## config.mk

```make
export PLATFORM = sky130hd
export DESIGN_NAME = multicycle_ctrl_flat
export DESIGN_NICKNAME = d
export VERILOG_FILES = /design/src/rtl/multicycle_ctrl_if.sv /design/src/rtl/multicycle_ctrl.sv /design/src/flat_wrapper.sv
export SDC_FILE = /design/constraint.sdc
export NUM_CORES = 1
export LEC_CHECK = 0
export ABC_AREA = 1
export BUFFER_PORTS_ARGS = -buffer_cell sky130_fd_sc_hd__buf_2
export CAP_MARGIN = 5
export CELL_PAD_IN_SITES_DETAIL_PLACEMENT = 2
export CELL_PAD_IN_SITES_GLOBAL_PLACEMENT = 2
export CORE_ASPECT_RATIO = 0.9
export CORE_MARGIN = 1.5
export CORE_UTILIZATION = 13
export DETAILED_ROUTE_END_ITERATION = 10
export PLACE_DENSITY_LB_ADDON = 0.1
export SLEW_MARGIN = 10
export SYNTH_ARGS = -nofsm -noshare
export SYNTH_HDL_FRONTEND = slang
export SYNTH_SLANG_ARGS = --single-unit
```

## constraint.sdc

```tcl
create_clock -name clk -period 1.15 [get_ports clk]
set_input_delay 0.1725 -clock clk [delete_from_list [all_inputs] [get_ports clk]]
set_output_delay 0.1725 -clock clk [all_outputs]
set_load 0.05 [all_outputs]
```

## src/rtl/multicycle_ctrl_if.sv

```systemverilog
// Control bundle between the multicycle controller and its datapath/fetch side.
interface multicycle_ctrl_if;
  logic [31:0] instr;
  logic        zero;
  logic        PCSrc;
  logic        ALUSrc;
  logic        RegWrite;
  logic        MemToReg;
  logic        loadPC;
  logic [3:0]  ALUCtrl;
  logic        MemRead;
  logic        MemWrite;
  logic        illegal;
  logic [2:0]  state;

  modport master (
    output instr, zero,
    input  PCSrc, ALUSrc, RegWrite, MemToReg, loadPC, ALUCtrl,
           MemRead, MemWrite, illegal, state
  );

  modport slave (
    input  instr, zero,
    output PCSrc, ALUSrc, RegWrite, MemToReg, loadPC, ALUCtrl,
           MemRead, MemWrite, illegal, state
  );
endinterface

```

## src/rtl/multicycle_ctrl.sv

```systemverilog
// Five-state multicycle controller for a small RV32I subset (R/I/LW/SW/BEQ).
// Strobes are qualified by the registered state, so async reset clears them at once.
module multicycle_ctrl #(
  parameter logic [3:0] ALU_AND = 4'b0000,
  parameter logic [3:0] ALU_OR  = 4'b0001,
  parameter logic [3:0] ALU_ADD = 4'b0010,
  parameter logic [3:0] ALU_XOR = 4'b0101,
  parameter logic [3:0] ALU_SUB = 4'b0110,
  parameter logic [3:0] ALU_SLT = 4'b0111,
  parameter logic [3:0] ALU_SRL = 4'b1000,
  parameter logic [3:0] ALU_SLL = 4'b1001,
  parameter logic [3:0] ALU_SRA = 4'b1010
) (
  input  logic          clk,
  input  logic          rst,
  multicycle_ctrl_if.slave bus
);

  typedef enum logic [2:0] {
    S_IF  = 3'd0,
    S_ID  = 3'd1,
    S_EX  = 3'd2,
    S_MEM = 3'd3,
    S_WB  = 3'd4
  } state_t;

  state_t state_q, state_d;

  logic [6:0] opcode, f7;
  logic [2:0] f3;
  logic       f7_base, f7_alt;
  logic       is_r, is_i, is_lw, is_sw, is_beq, legal;
  logic [3:0] alu;

  assign opcode  = bus.instr[6:0];
  assign f3      = bus.instr[14:12];
  assign f7      = bus.instr[31:25];
  assign f7_base = (f7 == 7'b0000000);
  assign f7_alt  = (f7 == 7'b0100000);

  always_comb begin
    is_r   = 1'b0;
    is_i   = 1'b0;
    is_lw  = 1'b0;
    is_sw  = 1'b0;
    is_beq = 1'b0;
    alu    = ALU_ADD;
    unique case (opcode)
      7'b0110011: begin
        unique case (f3)
          3'b000: begin alu = f7_alt ? ALU_SUB : ALU_ADD; is_r = f7_base | f7_alt; end
          3'b001: begin alu = ALU_SLL; is_r = f7_base; end
          3'b010: begin alu = ALU_SLT; is_r = f7_base; end
          3'b100: begin alu = ALU_XOR; is_r = f7_base; end
          3'b101: begin alu = f7_alt ? ALU_SRA : ALU_SRL; is_r = f7_base | f7_alt; end
          3'b110: begin alu = ALU_OR;  is_r = f7_base; end
          3'b111: begin alu = ALU_AND; is_r = f7_base; end
          default: is_r = 1'b0;
        endcase
      end
      7'b0010011: begin
        unique case (f3)
          3'b000: begin alu = ALU_ADD; is_i = 1'b1; end
          3'b001: begin alu = ALU_SLL; is_i = f7_base; end
          3'b010: begin alu = ALU_SLT; is_i = 1'b1; end
          3'b100: begin alu = ALU_XOR; is_i = 1'b1; end
          3'b101: begin alu = f7_alt ? ALU_SRA : ALU_SRL; is_i = f7_base | f7_alt; end
          3'b110: begin alu = ALU_OR;  is_i = 1'b1; end
          3'b111: begin alu = ALU_AND; is_i = 1'b1; end
          default: is_i = 1'b0;
        endcase
      end
      7'b0000011: begin alu = ALU_ADD; is_lw  = (f3 == 3'b010); end
      7'b0100011: begin alu = ALU_ADD; is_sw  = (f3 == 3'b010); end
      7'b1100011: begin alu = ALU_SUB; is_beq = (f3 == 3'b000); end
      default: alu = ALU_ADD;
    endcase
    // Rejected encodings must not leak a partial decode onto the ALU select.
    if (!(is_r | is_i | is_lw | is_sw | is_beq)) alu = ALU_ADD;
  end

  assign legal = is_r | is_i | is_lw | is_sw | is_beq;

  always_comb begin
    unique case (state_q)
      S_IF:    state_d = S_ID;
      S_ID:    state_d = S_EX;
      S_EX:    state_d = S_MEM;
      S_MEM:   state_d = S_WB;
      default: state_d = S_IF;
    endcase
  end

  always_ff @(posedge clk or negedge rst) begin
    if (!rst) state_q <= S_IF;
    else      state_q <= state_d;
  end

  assign bus.state    = state_q;
  assign bus.ALUCtrl  = alu;
  assign bus.ALUSrc   = is_i | is_lw | is_sw;
  assign bus.MemToReg = is_lw;
  assign bus.MemRead  = (state_q == S_MEM) & is_lw;
  assign bus.MemWrite = (state_q == S_MEM) & is_sw;
  assign bus.RegWrite = (state_q == S_WB) & (is_r | is_i | is_lw);
  assign bus.loadPC   = (state_q == S_WB);
  assign bus.PCSrc    = (state_q == S_WB) & is_beq & bus.zero;
  assign bus.illegal  = (state_q == S_WB) & ~legal;

endmodule

```

## src/flat_wrapper.sv

```systemverilog
// flat-port wrapper written by rule: the top's interface ports become plain ports
module multicycle_ctrl_flat 
#(
  parameter logic [3:0] ALU_AND = 4'b0000,
  parameter logic [3:0] ALU_OR  = 4'b0001,
  parameter logic [3:0] ALU_ADD = 4'b0010,
  parameter logic [3:0] ALU_XOR = 4'b0101,
  parameter logic [3:0] ALU_SUB = 4'b0110,
  parameter logic [3:0] ALU_SLT = 4'b0111,
  parameter logic [3:0] ALU_SRL = 4'b1000,
  parameter logic [3:0] ALU_SLL = 4'b1001,
  parameter logic [3:0] ALU_SRA = 4'b1010
)
  (clk, rst, bus_instr, bus_zero, bus_PCSrc, bus_ALUSrc, bus_RegWrite, bus_MemToReg, bus_loadPC, bus_ALUCtrl, bus_MemRead, bus_MemWrite, bus_illegal, bus_state);
  multicycle_ctrl_if bus_i ();
  input  logic clk;
  input  logic rst;
  input wire logic [$bits(bus_i.instr)-1:0] bus_instr;
  input wire logic [$bits(bus_i.zero)-1:0] bus_zero;
  output wire logic [$bits(bus_i.PCSrc)-1:0] bus_PCSrc;
  output wire logic [$bits(bus_i.ALUSrc)-1:0] bus_ALUSrc;
  output wire logic [$bits(bus_i.RegWrite)-1:0] bus_RegWrite;
  output wire logic [$bits(bus_i.MemToReg)-1:0] bus_MemToReg;
  output wire logic [$bits(bus_i.loadPC)-1:0] bus_loadPC;
  output wire logic [$bits(bus_i.ALUCtrl)-1:0] bus_ALUCtrl;
  output wire logic [$bits(bus_i.MemRead)-1:0] bus_MemRead;
  output wire logic [$bits(bus_i.MemWrite)-1:0] bus_MemWrite;
  output wire logic [$bits(bus_i.illegal)-1:0] bus_illegal;
  output wire logic [$bits(bus_i.state)-1:0] bus_state;
  assign bus_i.instr = bus_instr;
  assign bus_i.zero = bus_zero;
  assign bus_PCSrc = bus_i.PCSrc;
  assign bus_ALUSrc = bus_i.ALUSrc;
  assign bus_RegWrite = bus_i.RegWrite;
  assign bus_MemToReg = bus_i.MemToReg;
  assign bus_loadPC = bus_i.loadPC;
  assign bus_ALUCtrl = bus_i.ALUCtrl;
  assign bus_MemRead = bus_i.MemRead;
  assign bus_MemWrite = bus_i.MemWrite;
  assign bus_illegal = bus_i.illegal;
  assign bus_state = bus_i.state;
  multicycle_ctrl #(.ALU_AND(ALU_AND), .ALU_OR(ALU_OR), .ALU_ADD(ALU_ADD), .ALU_XOR(ALU_XOR), .ALU_SUB(ALU_SUB), .ALU_SLT(ALU_SLT), .ALU_SRL(ALU_SRL), .ALU_SLL(ALU_SLL), .ALU_SRA(ALU_SRA)) u_core (.clk(clk), .rst(rst), .bus(bus_i));
endmodule
```

# == Word level (Yosys, flattened, before mapping) ==
# Cells that the tools add are included.
# classes
eq_ne,16
mux,14
n_bitwise,14
n_reduce_logical,6
# ops
op,count
4-bit case mux with 7 select lines,1
4-bit case mux with 6 select lines,1
7-bit by 6-bit == test with 1-bit output (second input constant),3
3-bit == test (second input constant),5
3-bit case mux with 4 select lines,1
4-bit case mux with 3 select lines,1
5-bit OR reduction,2
3-bit by 2-bit == test with 1-bit output (second input constant),3
7-bit by 2-bit == test with 1-bit output (second input constant),1
7-bit by 5-bit == test with 1-bit output (second input constant),1
7-bit == test (second input constant),1
7-bit zero test,1
1-bit OR,7
1-bit bitwise AND,6
3-bit by 1-bit == test with 1-bit output (second input constant),2
3-bit zero test,2
1-bit 2-to-1 mux,5
4-bit 2-to-1 mux,1
3-bit 2-to-1 mux,1
1-bit case mux with 3 select lines,1
2-bit 2-to-1 mux,1
1-bit case mux with 2 select lines,1
2-bit OR reduction,1
1-bit NOT,1
# totals
reg_bits,3
input_bits,35
output_inout_bits,15
elab_cells,51

# == Logic depth before layout (Yosys ltp) ==
# Gate-level depths: netlist of the first run.
# logic_depth
ltp_word,10
ltp_mapped,9
ltp_nobuf,9

# == Least setup slack after synthesis of the first run ==
# OpenSTA, ideal clock, no wires.
# synth_timing
kind,register to output
startpoint,"register u_core.state_q[2], in the netlist u_core.bus.state[2]"
endpoint,output port bus_RegWrite
t_arrival_ps,2957
required_time_ps,978
setup_slack_ps,-1980
stages_incl_launch_ff,5
path_buffers,0
path_cell_list,dfrtp_1 > inv_1 > nor3_1 > inv_1 > a31oi_1
# synth_between
elab_chain_len,2
# synth_lines
item,line,source
start: declaration,multicycle_ctrl.sv:27,"state_t state_q, state_d;"
start signal: assignment,multicycle_ctrl.sv:96,else state_q <= state_d;
3-bit == test,n/a,
via bus_loadPC,flat_wrapper.sv:24,output wire logic [$bits(bus_i.loadPC)-1:0] bus_loadPC;
1-bit bitwise AND,multicycle_ctrl.sv:105,assign bus.RegWrite = (state_q == S_WB) & (is_r | is_i | is_lw);
end: declaration,flat_wrapper.sv:22,output wire logic [$bits(bus_i.RegWrite)-1:0] bus_RegWrite;
# The timed path passes the listed nets, and every way through them passes these cells.

# == Worst setup path in the final report of the first run ==
# layout_timing
startpoint,"register u_core.state_q[2], in the netlist u_core.bus.state[2]"
endpoint,output port bus_RegWrite
# layout_between
elab_chain_len,2
# layout_lines
item,line
3-bit == test,multicycle_ctrl.sv:105
1-bit bitwise AND,multicycle_ctrl.sv:105
# Every way passes these cells.

==> run_results.csv, run 1 <==
group,metric,value,unit
cells_and_area,nNetsFinal,184,
sta,worst_slack,-0.314,ns
critical_path,worst-r2r-cell-count,4,
power,pwr_density_cell,458,nW/um2
sta,worst_slew_margin_rel,83.6,%
placed_design,io_buffers,34,
critical_path,worstPathRequired,0.98,ns
critical_path,timing.critical_path.buf_inv,3,
cells_and_area,most-common-layout-cells,"17 x sky130_fd_sc_hd__nor2_4, 16 x sky130_fd_sc_hd__buf_2, 16 x sky130_fd_sc_hd__buf_4",
critical_path,cp-end-kind,"output port",
grt,grt.overflow.total,0,
critical_path,cp_cell_sequence,"inv_2, nor3_4, inv_2, a31oi_4, buf_6",
floorplan,floorplan_die_area,4080,um2
floorplan,start_util,13.9,%
floorplan,top_level_ports,50,
synth,syn_area_per_cell,5.29,um2
critical_path,worst_setup_path_start_kind,"flop",
cells_and_area,drive_gt1_share,81.1,%
synth,mappedNetlistNets,126,
critical_path,slowest_stage,"sky130_fd_sc_hd__dfrtp_2",
job,max_cap_viol_count,0,
clocking,cts_made_buffers,3,
drt,finalWirelength,2230,um
synth,synth_area,482,um2
critical_path,cpPeakStageDelay,0.38,ns
clocking,cts_sinks,3,
grt,initial_antenna_violation_count,0,
synth,synthesis.instances,91,
synth,yosys_warnings,0,
grt,global_route_wire_length_before_repair,4000,um
cells_and_area,largest_register_ff_count,3,
cells_and_area,n_antenna_cell,0,
synth,synth-seq-area-share,15.6,%
synth,ys_types,16,
drt,first_iter_violations,11,
critical_path,critical_path_class,"reg -> out",
critical_path,critical_path_peak_fanout,3,
sta,clock.fmax,683,MHz
critical_path,timing.critical_path.arrival,1.29,ns
cells_and_area,final_util,39.9,%
placed_design,place.gp.congestion,0.732,
power,total_power,0.632,mW
outcome,violations_in_the_final_reports,"negative setup slack",
floorplan,die_x,67.2,um
critical_path,cp_top_family,"flip-flops",
clocking,cts.reportedPaths.clkPinSlew,0.03,ns
sta,min_period_over_period,127,%
drt,dr.pass1.iters,2,
min_path,worstHoldPathType,"in -> async",
grt,gr-usage-all-layers,12.9,%
clocking,htree_levels,1,
placed_design,hpwl,1820,um
drt,post_drt_wl_per_cell,11.6,um
floorplan,height_of_the_chip,60.8,um
sta,slew_at_the_pin_closest_to_its_max_slew_limit,0.247,ns
grt,maximum_number_of_pins_on_one_net_before_global_route_repair,8,
clocking,cts.root.buffer_cell,"sky130_fd_sc_hd__clkbuf_8",
sta,finalWorstPathRequiredPeriod,1.46,ns
grt,grt_pass1_vias,894,
clocking,cts.path.max_buffers,2,
cells_and_area,syn_to_final_growth,186,%
sta,finClkSkew,0.00102,ns
drt,drc_errors,0,
power,p_leak,0.639,nW
power,irDropWorstVdd,228,uV
floorplan,floorplan.rows,20,
cells_and_area,layoutNonFillerInstCount,192,
cells_and_area,filler_cell_count,382,
sta,timing.final.hold_violations,0,
drt,routed_via_density,4.23,
sta,setup_total_negative_slack,-2.74,ns
placed_design,placed_cells_incl_taps,183,
critical_path,cp_num_cells,5,
drt,antenna_violating_nets_post_route,0,
sta,grt_setup_unrepaired,"yes",
clocking,clk-insertion-delay-late,0.21,ns
drt,number_of_vias_in_the_routed_layout,812,
sta,finalSetupViolCount,12,
cells_and_area,layout_commonest_cell,"sky130_fd_sc_hd__nor2_4",
floorplan,design.core.area,3450,um2
synth,ys_seq_elements,3,
critical_path,critical_path.most_common_cell,"sky130_fd_sc_hd__inv_2",
clocking,tritoncts_clock_tree,"built",
outcome,outcome,"finished with violations",
sta,final_max_slew_viol_count,0,
## worst reg2reg max path, stage by stage (launching register included)
cell and delay, ns:
sky130_fd_sc_hd__dfrtp_2 0.40, sky130_fd_sc_hd__inv_2 0.05, sky130_fd_sc_hd__nor3_2 0.21, sky130_fd_sc_hd__buf_4 0.15, sky130_fd_sc_hd__buf_4 0.09
## power by group
group / leakage, nW / internal, mW / switching, mW
logic: 0.583 / 0.100 / 0.122
clock network: 0.0228 / 0.236 / 0.0671
registers: 0.0336 / 0.106 / 0
## through the flow
step | hold WS [ns] | area (um2) | setup WS (ns)
2_1_floorplan | -0.123 | 659 | -0.763
3_3_place_gp | -0.0311 | 990 | -0.387
3_5_place_dp | -0.0273 | 990 | -0.406
4_1_cts | 0.279 | 1340 | -0.329
5_1_grt | 0.289 | 1380 | -0.375
6_report | 0.279 | 1380 | -0.314
## kinds of logic after synthesis
logic type	Yosys count	share of synthesized area (%)
and+or+nand+nor	61	59.5
buffers and inverters	19	14.8
DFF	3	15.6
AOI/OAI and AO/OA	8	10.1
## path summary, 6_finish.rpt
kind                                startpoint                  end  slack, ns
setup / recovery           u_core.bus.state[2]         bus_RegWrite      -0.31
hold / removal                             rst  u_core.bus.state[2]       0.28
min in group clk           u_core.bus.state[1]  u_core.bus.state[1]       0.53
hold reg to reg            u_core.bus.state[1]  u_core.bus.state[1]       0.53
max in group asynchronous                  rst  u_core.bus.state[1]       0.75
setup reg to reg           u_core.bus.state[1]  u_core.bus.state[2]       0.20
## layout make-up
type                    count  area, um2  area share (%)
well taps                  44       55.1            4.00
inverters                  19        101            7.36
flip-flops and latches      3       78.8            5.72
clock buffers               4       45.0            3.27
multi-input cells          69        638            46.3
repair buffers             53        459            33.3
## Yosys cell counts
cell type,instances,area [um2]
sky130_fd_sc_hd__a21boi_0,1,7.51
sky130_fd_sc_hd__dfrtp_1,3,75.1
sky130_fd_sc_hd__inv_2,3,11.3
sky130_fd_sc_hd__a31oi_1,1,6.26
sky130_fd_sc_hd__o21bai_1,1,7.51
sky130_fd_sc_hd__nor3_1,2,10.0
sky130_fd_sc_hd__nand3_2,3,30.0
sky130_fd_sc_hd__o21ai_0,1,5.00
sky130_fd_sc_hd__nor3_2,1,10.0
sky130_fd_sc_hd__nand3_1,12,60.1
sky130_fd_sc_hd__a21oi_1,3,15.0
sky130_fd_sc_hd__nor2_1,16,60.1
sky130_fd_sc_hd__inv_1,16,60.1
sky130_fd_sc_hd__nor2_2,6,37.5
sky130_fd_sc_hd__nand2_1,21,78.8
sky130_fd_sc_hd__o211ai_1,1,7.51
## routing by layer
layer	GRT usage, %	part of all wire (%)
met4	3.50	0.58
met2	23.3	53
met5	0	0
met3	2.04	4.4
met1	16.0	42
## timing repair
item                                    CTS  global route
buffers inserted                          2             3
pin swaps                                20             7
hold buffers                              1             0
endpoints found under the setup margin   13            13
gates resized for setup                  77             8
hold endpoints to repair                  3             0
Note: power is estimated with default switching activity, not from simulation.
==> run 2, diff against run 1 <==
--- a/config.mk
+++ b/config.mk
@@ -12,7 +12,8 @@
 export CELL_PAD_IN_SITES_GLOBAL_PLACEMENT = 2
 export CORE_ASPECT_RATIO = 0.9
 export CORE_MARGIN = 1.5
-export CORE_UTILIZATION = 13
+export CORE_UTILIZATION = 14
+export CTS_BUF_LIST = sky130_fd_sc_hd__clkbuf_8
 export DETAILED_ROUTE_END_ITERATION = 10
 export PLACE_DENSITY_LB_ADDON = 0.1
 export SLEW_MARGIN = 10
==> run_results.csv, run 2 (synthesis gave the netlist of run 1 again) <==
group,metric,value,unit
outcome,outcome,"finished with violations",
outcome,violations_in_the_final_reports,"negative setup slack",
sta,finClkSkew,0.000868,ns
drt,post_drt_wl_per_cell,12.6,um
power,switching_power,0.199,mW
floorplan,die_x,64.8,um
power,power_frac_clock,48.0,%
drt,first_iter_violations,7,
cells_and_area,layoutNonFillerInstCount,196,
power,pwr_density_cell,439,nW/um2
sta,min_period_over_period,130,%
power,p_leak,0.690,nW
power,power_switching_share,31.4,%
critical_path,critical_path_peak_fanout,3,
sta,worst_slew_margin_rel,85.8,%
floorplan,top_level_ports,50,
sta,grt_setup_unrepaired,"yes",
grt,maximum_number_of_pins_on_one_net_before_global_route_repair,8,
clocking,tritoncts_clock_tree,"built",
sta,setup_total_negative_slack,-3.17,ns
cells_and_area,layout_commonest_cell,"sky130_fd_sc_hd__buf_4",
drt,routed_via_density,4.08,
power,int_pwr,0.434,mW
critical_path,crit-reg2reg-launch,"u_core.bus.state[2]",
sta,finalSetupViolCount,13,
critical_path,worst_r2r_endpoint,"u_core.bus.state[2]",
clocking,clk-insertion-delay-late,0.21,ns
floorplan,floorplan_die_area,3800,um2
critical_path,worst-r2r-cell-count,4,
drt,drc_errors,0,
placed_design,placed_cells_incl_taps,183,
drt,antenna_violating_nets_post_route,0,
sta,worst_slack,-0.341,ns
grt,initial_antenna_violation_count,0,
critical_path,reg_to_reg_slack_setup,0.13,ns
grt,grt.overflow.total,0,
grt,global_route_wire_length_before_repair,4150,um
cells_and_area,final_util,43.3,%
drt,finalWirelength,2480,um
sta,clock.fmax,671,MHz
cells_and_area,multiInputGateArea,659,um2
clocking,htree_levels,1,
sta,timing.final.hold_violations,0,
critical_path,worst_setup_path_startpoint,"u_core.bus.state[2]",
critical_path,worst_setup_path_start_kind,"flop",
clocking,cts.path.max_buffers,2,
clocking,cts_made_buffers,3,
clocking,cts.reportedPaths.clkPinSlew,0.03,ns
job,max_cap_viol_count,0,
floorplan,design.core.area,3330,um2
floorplan,floorplan.rows,20,
placed_design,place.gp.congestion,0.715,
cells_and_area,sequential_cell_area,78.8,um2
sta,slew_at_the_pin_closest_to_its_max_slew_limit,0.212,ns
grt,gr-usage-all-layers,13.9,%
cells_and_area,most-common-layout-cells,"21 x sky130_fd_sc_hd__buf_4, 15 x sky130_fd_sc_hd__nor2_4, 15 x sky130_fd_sc_hd__buf_6",
power,p_comb_share,35.3,%
placed_design,io_buffers,34,
grt,grt_pass1_vias,902,
placed_design,dpl_cell_area,990,um2
critical_path,critical_path_class,"reg -> out",
cells_and_area,fin_area,1440,um2
cells_and_area,filler_cell_count,362,
cells_and_area,nNetsFinal,188,
cells_and_area,n_antenna_cell,0,
clocking,cts.root.buffer_cell,"sky130_fd_sc_hd__clkbuf_8",
floorplan,height_of_the_chip,58.7,um
drt,number_of_vias_in_the_routed_layout,800,
critical_path,critical_path.endpoint,"bus_RegWrite",
cells_and_area,largest_register_ff_count,3,
sta,final_max_slew_viol_count,0,
min_path,worstHoldPathType,"in -> async",
critical_path,timing.critical_path.arrival,1.32,ns
critical_path,worstPathRequired,0.98,ns
power,power_frac_seq,16.8,%
power,irDropWorstVdd,194,uV
clocking,cts_sinks,3,
floorplan,start_util,14.5,%
sta,finalWorstPathRequiredPeriod,1.49,ns
drt,dr.pass1.iters,4,
placed_design,hpwl,1840,um
cells_and_area,drive_gt1_share,82.9,%
cells_and_area,syn_to_final_growth,199,%
critical_path,cp-end-kind,"output port",
-- run 2: power by group through the flow --
stage / logic [mW] / registers, mW / clock network [mW]
after floorplan: 0.0730 / 0.107 / 0
after global placement: 0.156 / 0.107 / 0
after detailed placement: 0.160 / 0.107 / 0
after CTS: 0.217 / 0.106 / 0.304
after global routing: 0.244 / 0.106 / 0.326
final: 0.223 / 0.106 / 0.304
-- run 2: area by class of cell --
cell class / instances / share of cell area [%]
multi-input cells: 69 / 45.7
repair buffers: 57 / 35.2
inverters: 19 / 6.68
flip-flops and latches: 3 / 5.47
well taps: 44 / 3.82
clock buffers: 3 / 2.86
clock inverters: 1 / 0.260
-- run 2: what timing repair did --
item                                    4_1_cts  5_1_grt
resized for setup                            80        8
pin swaps                                    16        9
hold endpoints to repair                      3        0
endpoints found under the setup margin       15       14
hold buffers                                  1        0
buffers inserted                              5        4
-- run 2: worst max-delay path, stage by stage, from the launching register on --
cell and delay, ns:
sky130_fd_sc_hd__dfrtp_2 0.38, sky130_fd_sc_hd__inv_2 0.07, sky130_fd_sc_hd__nor3_4 0.23, sky130_fd_sc_hd__inv_2 0.09, sky130_fd_sc_hd__a31oi_4 0.16, sky130_fd_sc_hd__buf_6 0.18
-- run 2: worst min-delay path by stage --
stage | slack [ns] | to | from | depth (start not counted)
6_report | 0.29 | u_core.bus.state[1] | rst | 2
5_1_grt | 0.30 | u_core.bus.state[1] | rst | 2
4_1_cts | 0.29 | u_core.bus.state[2] | rst | 2
3_5_place_dp | -0.03 | u_core.bus.state[0] | rst | 1
3_3_place_gp | -0.03 | u_core.bus.state[0] | rst | 1
2_1_floorplan | -0.12 | u_core.bus.state[0] | rst | 0
-- run 2: routing by layer --
layer | track usage, % | vias up | part of all wire [%]
met5 | 0 | - | 0
met4 | 2.74 | 0 | 0
met3 | 1.15 | 0 | 2.5
met2 | 26.5 | 19 | 56
met1 | 17.1 | 375 | 41
li1 | - | 406 | -
-- run 2: through the flow --
stage          setup slack (ns)  power, mW  hold slack (ns)
3_3_place_gp             -0.388      0.263          -0.0338
3_5_place_dp             -0.411      0.268          -0.0319
6_report                 -0.341      0.633            0.286
4_1_cts                  -0.306      0.627            0.293
2_1_floorplan            -0.763      0.180           -0.123
5_1_grt                  -0.382      0.676            0.300
==> run 3, diff against run 2 <==
--- a/config.mk
+++ b/config.mk
@@ -12,7 +12,7 @@
 export CELL_PAD_IN_SITES_GLOBAL_PLACEMENT = 2
 export CORE_ASPECT_RATIO = 0.9
 export CORE_MARGIN = 1.5
-export CORE_UTILIZATION = 14
+export CORE_UTILIZATION = 13
 export CTS_BUF_LIST = sky130_fd_sc_hd__clkbuf_8
 export DETAILED_ROUTE_END_ITERATION = 10
 export PLACE_DENSITY_LB_ADDON = 0.1
==> constraint.sdc (replaced) <==
create_clock -name clk -period 1.32 [get_ports clk]
set_input_delay 0.198 -clock clk [delete_from_list [all_inputs] [get_ports clk]]
set_output_delay 0.198 -clock clk [all_outputs]
set_load 0.05 [all_outputs]
==> run_results.csv, run 3 (synthesis gave the netlist of run 1 again) <==
group,metric,value,unit
outcome,outcome,"finished with violations",
outcome,violations_in_the_final_reports,"negative setup slack",
sta,finalSetupViolCount,10,
critical_path,worst_setup_path_start_kind,"flop",
clocking,cts.path.max_buffers,2,
cells_and_area,layout_commonest_cell,"sky130_fd_sc_hd__buf_4",
sta,clock.fmax,668,MHz
grt,maximum_number_of_pins_on_one_net_before_global_route_repair,8,
sta,finalWorstPathRequiredPeriod,1.50,ns
critical_path,cp_cell_sequence,"nor3_4, inv_2, a31oi_4, buf_6",
critical_path,critical_path_peak_fanout,3,
floorplan,floorplan.rows,20,
drt,routed_via_density,4.18,
placed_design,hpwl,1910,um
drt,dr.pass1.iters,2,
drt,antenna_violating_nets_post_route,0,
critical_path,worst-r2r-cell-count,4,
grt,initial_antenna_violation_count,0,
sta,slew_at_the_pin_closest_to_its_max_slew_limit,0.317,ns
cells_and_area,syn_to_final_growth,192,%
grt,grt.busiest_layer,"met2",
power,irDropWorstVdd,209,uV
power,p_leak,0.681,nW
floorplan,floorplan_die_area,4080,um2
critical_path,critical_path_class,"reg -> out",
placed_design,placed_cells_incl_taps,186,
placed_design,pre_cts_slack,-0.330,ns
sta,worst_slew_margin_rel,78.7,%
placed_design,place.gp.congestion,0.752,
floorplan,die_x,67.2,um
critical_path,timing.critical_path.arrival,1.30,ns
sta,timing.final.hold_violations,0,
critical_path,timing.critical_path.buf_inv,2,
grt,global_route_wire_length_before_repair,3800,um
clocking,htree_levels,1,
cells_and_area,n_antenna_cell,0,
drt,drc_errors,0,
critical_path,worstPathRequired,1.12,ns
clocking,cts.root.buffer_cell,"sky130_fd_sc_hd__clkbuf_8",
drt,post_drt_wl_per_cell,11.3,um
floorplan,height_of_the_chip,60.8,um
power,pwr_density_cell,388,nW/um2
sta,grt_setup_unrepaired,"yes",
clocking,cts_sinks,3,
job,max_cap_viol_count,0,
critical_path,crit-reg2reg-launch,"u_core.bus.state[0]",
critical_path,cp-end-kind,"output port",
cells_and_area,most-common-layout-cells,"18 x sky130_fd_sc_hd__buf_4, 17 x sky130_fd_sc_hd__nor2_4, 15 x sky130_fd_sc_hd__buf_2, 15 x sky130_fd_sc_hd__buf_6, 9 x sky130_fd_sc_hd__nand2_2",
cells_and_area,drive_gt1_share,81.2,%
clocking,tritoncts_clock_tree,"built",
grt,grt.overflow.total,0,
sta,finClkSkew,0.000473,ns
clocking,clk-insertion-delay-late,0.21,ns
clocking,cts_made_buffers,3,
grt,grtUsageMet3,1.11,%
grt,grt_pass1_vias,873,
cells_and_area,layoutNonFillerInstCount,193,
floorplan,start_util,13.9,%
critical_path,worst_r2r_endpoint,"u_core.bus.state[2]",
clocking,cts.reportedPaths.clkPinSlew,0.03,ns
floorplan,design.core.area,3450,um2
floorplan,top_level_ports,50,
cells_and_area,nNetsFinal,185,
drt,finalWirelength,2190,um
drt,number_of_vias_in_the_routed_layout,807,
drt,first_iter_violations,3,
cells_and_area,final_util,40.7,%
grt,global_route.usage.met2,22.8,%
sta,worst_slack,-0.177,ns
cells_and_area,largest_register_ff_count,3,
critical_path,reg_to_reg_slack_setup,0.37,ns
placed_design,io_buffers,34,
critical_path,cp_top_family,"flip-flops",
min_path,worstHoldPathType,"in -> async",
sta,min_period_over_period,113,%
grt,groute.layer.met1.usage,15.6,%
sta,final_max_slew_viol_count,0,
grt,gr-usage-all-layers,12.3,%
critical_path,cpPeakStageDelay,0.42,ns
critical_path,slowest_stage,"sky130_fd_sc_hd__dfrtp_2",
## run 3: cell count changes in the layout (fill, tap and decap cells not counted), moves of 2 or more
cell,delta
sky130_fd_sc_hd__buf_4,-3
sky130_fd_sc_hd__nand2_1,-2
sky130_fd_sc_hd__inv_2,-3
sky130_fd_sc_hd__inv_1,+3
sky130_fd_sc_hd__nor2_4,+2
sky130_fd_sc_hd__nand2_2,+2
sky130_fd_sc_hd__nor2_2,-3
## run 3: per-layer routing
| layer | routed length (um) | vias up |
|---|---|---|
| li1 | - | 405 |
| met1 | 892 | 378 |
| met2 | 1200 | 22 |
| met3 | 78 | 2 |
| met4 | 18 | 0 |
| met5 | 0 | - |
## run 3: worst max-delay path by stage
stage,from,end,slack [ns],cells after the start
3_3_place_gp,bus_instr[12],bus_illegal,-0.27,8
4_1_cts,u_core.bus.state[0],bus_RegWrite,-0.18,4
6_report,u_core.bus.state[0],bus_RegWrite,-0.18,4
5_1_grt,u_core.bus.state[0],bus_RegWrite,-0.26,4
2_1_floorplan,u_core.bus.state[2],bus_illegal,-0.62,4
3_5_place_dp,bus_instr[12],bus_illegal,-0.33,9
## run 3: stage by stage
stage          cell area (um2)  hold WS [ns]  total power, mW  setup TNS, ns
4_1_cts                   1320         0.302            0.547          -1.22
2_1_floorplan              632       -0.0976            0.155          -1.83
3_3_place_gp               985      -0.00801            0.228          -2.25
6_report                  1410         0.310            0.545          -1.12
3_5_place_dp               985      -0.00128            0.235          -2.63
5_1_grt                   1410         0.328            0.573          -2.00
## run 3: timing repair
item | in CTS | in global routing
hold buffers | 1 | 0
setup buffers | 1 | 1
endpoints found under the setup margin | 12 | 12
endpoints found under the hold margin | 3 | 0
resized for setup | 73 | 17
pin swaps | 19 | 9
## run 3: power by group
group | internal, mW | switching [mW]
Combinational | 0.0909 | 0.106
Sequential | 0.0926 | 0
Clock | 0.198 | 0.0576
## run 3: worst register-to-register path: cells and delay by family (launching register included)
kind | cells | cell delay (ns)
buf+inv | 3 | 0.31
flops | 1 | 0.38
simple gates | 1 | 0.19
## run 3: layout make-up
| type | count | area (um2) |
|---|---|---|
| clock buffer | 3 | 41.3 |
| sequential | 3 | 78.8 |
| multi-input combinational | 69 | 664 |
| clock inverter | 1 | 3.75 |
| timing repair buffer | 54 | 469 |
| tap | 44 | 55.1 |
| fill | 383 | 2050 |
| inverter | 19 | 93.8 |
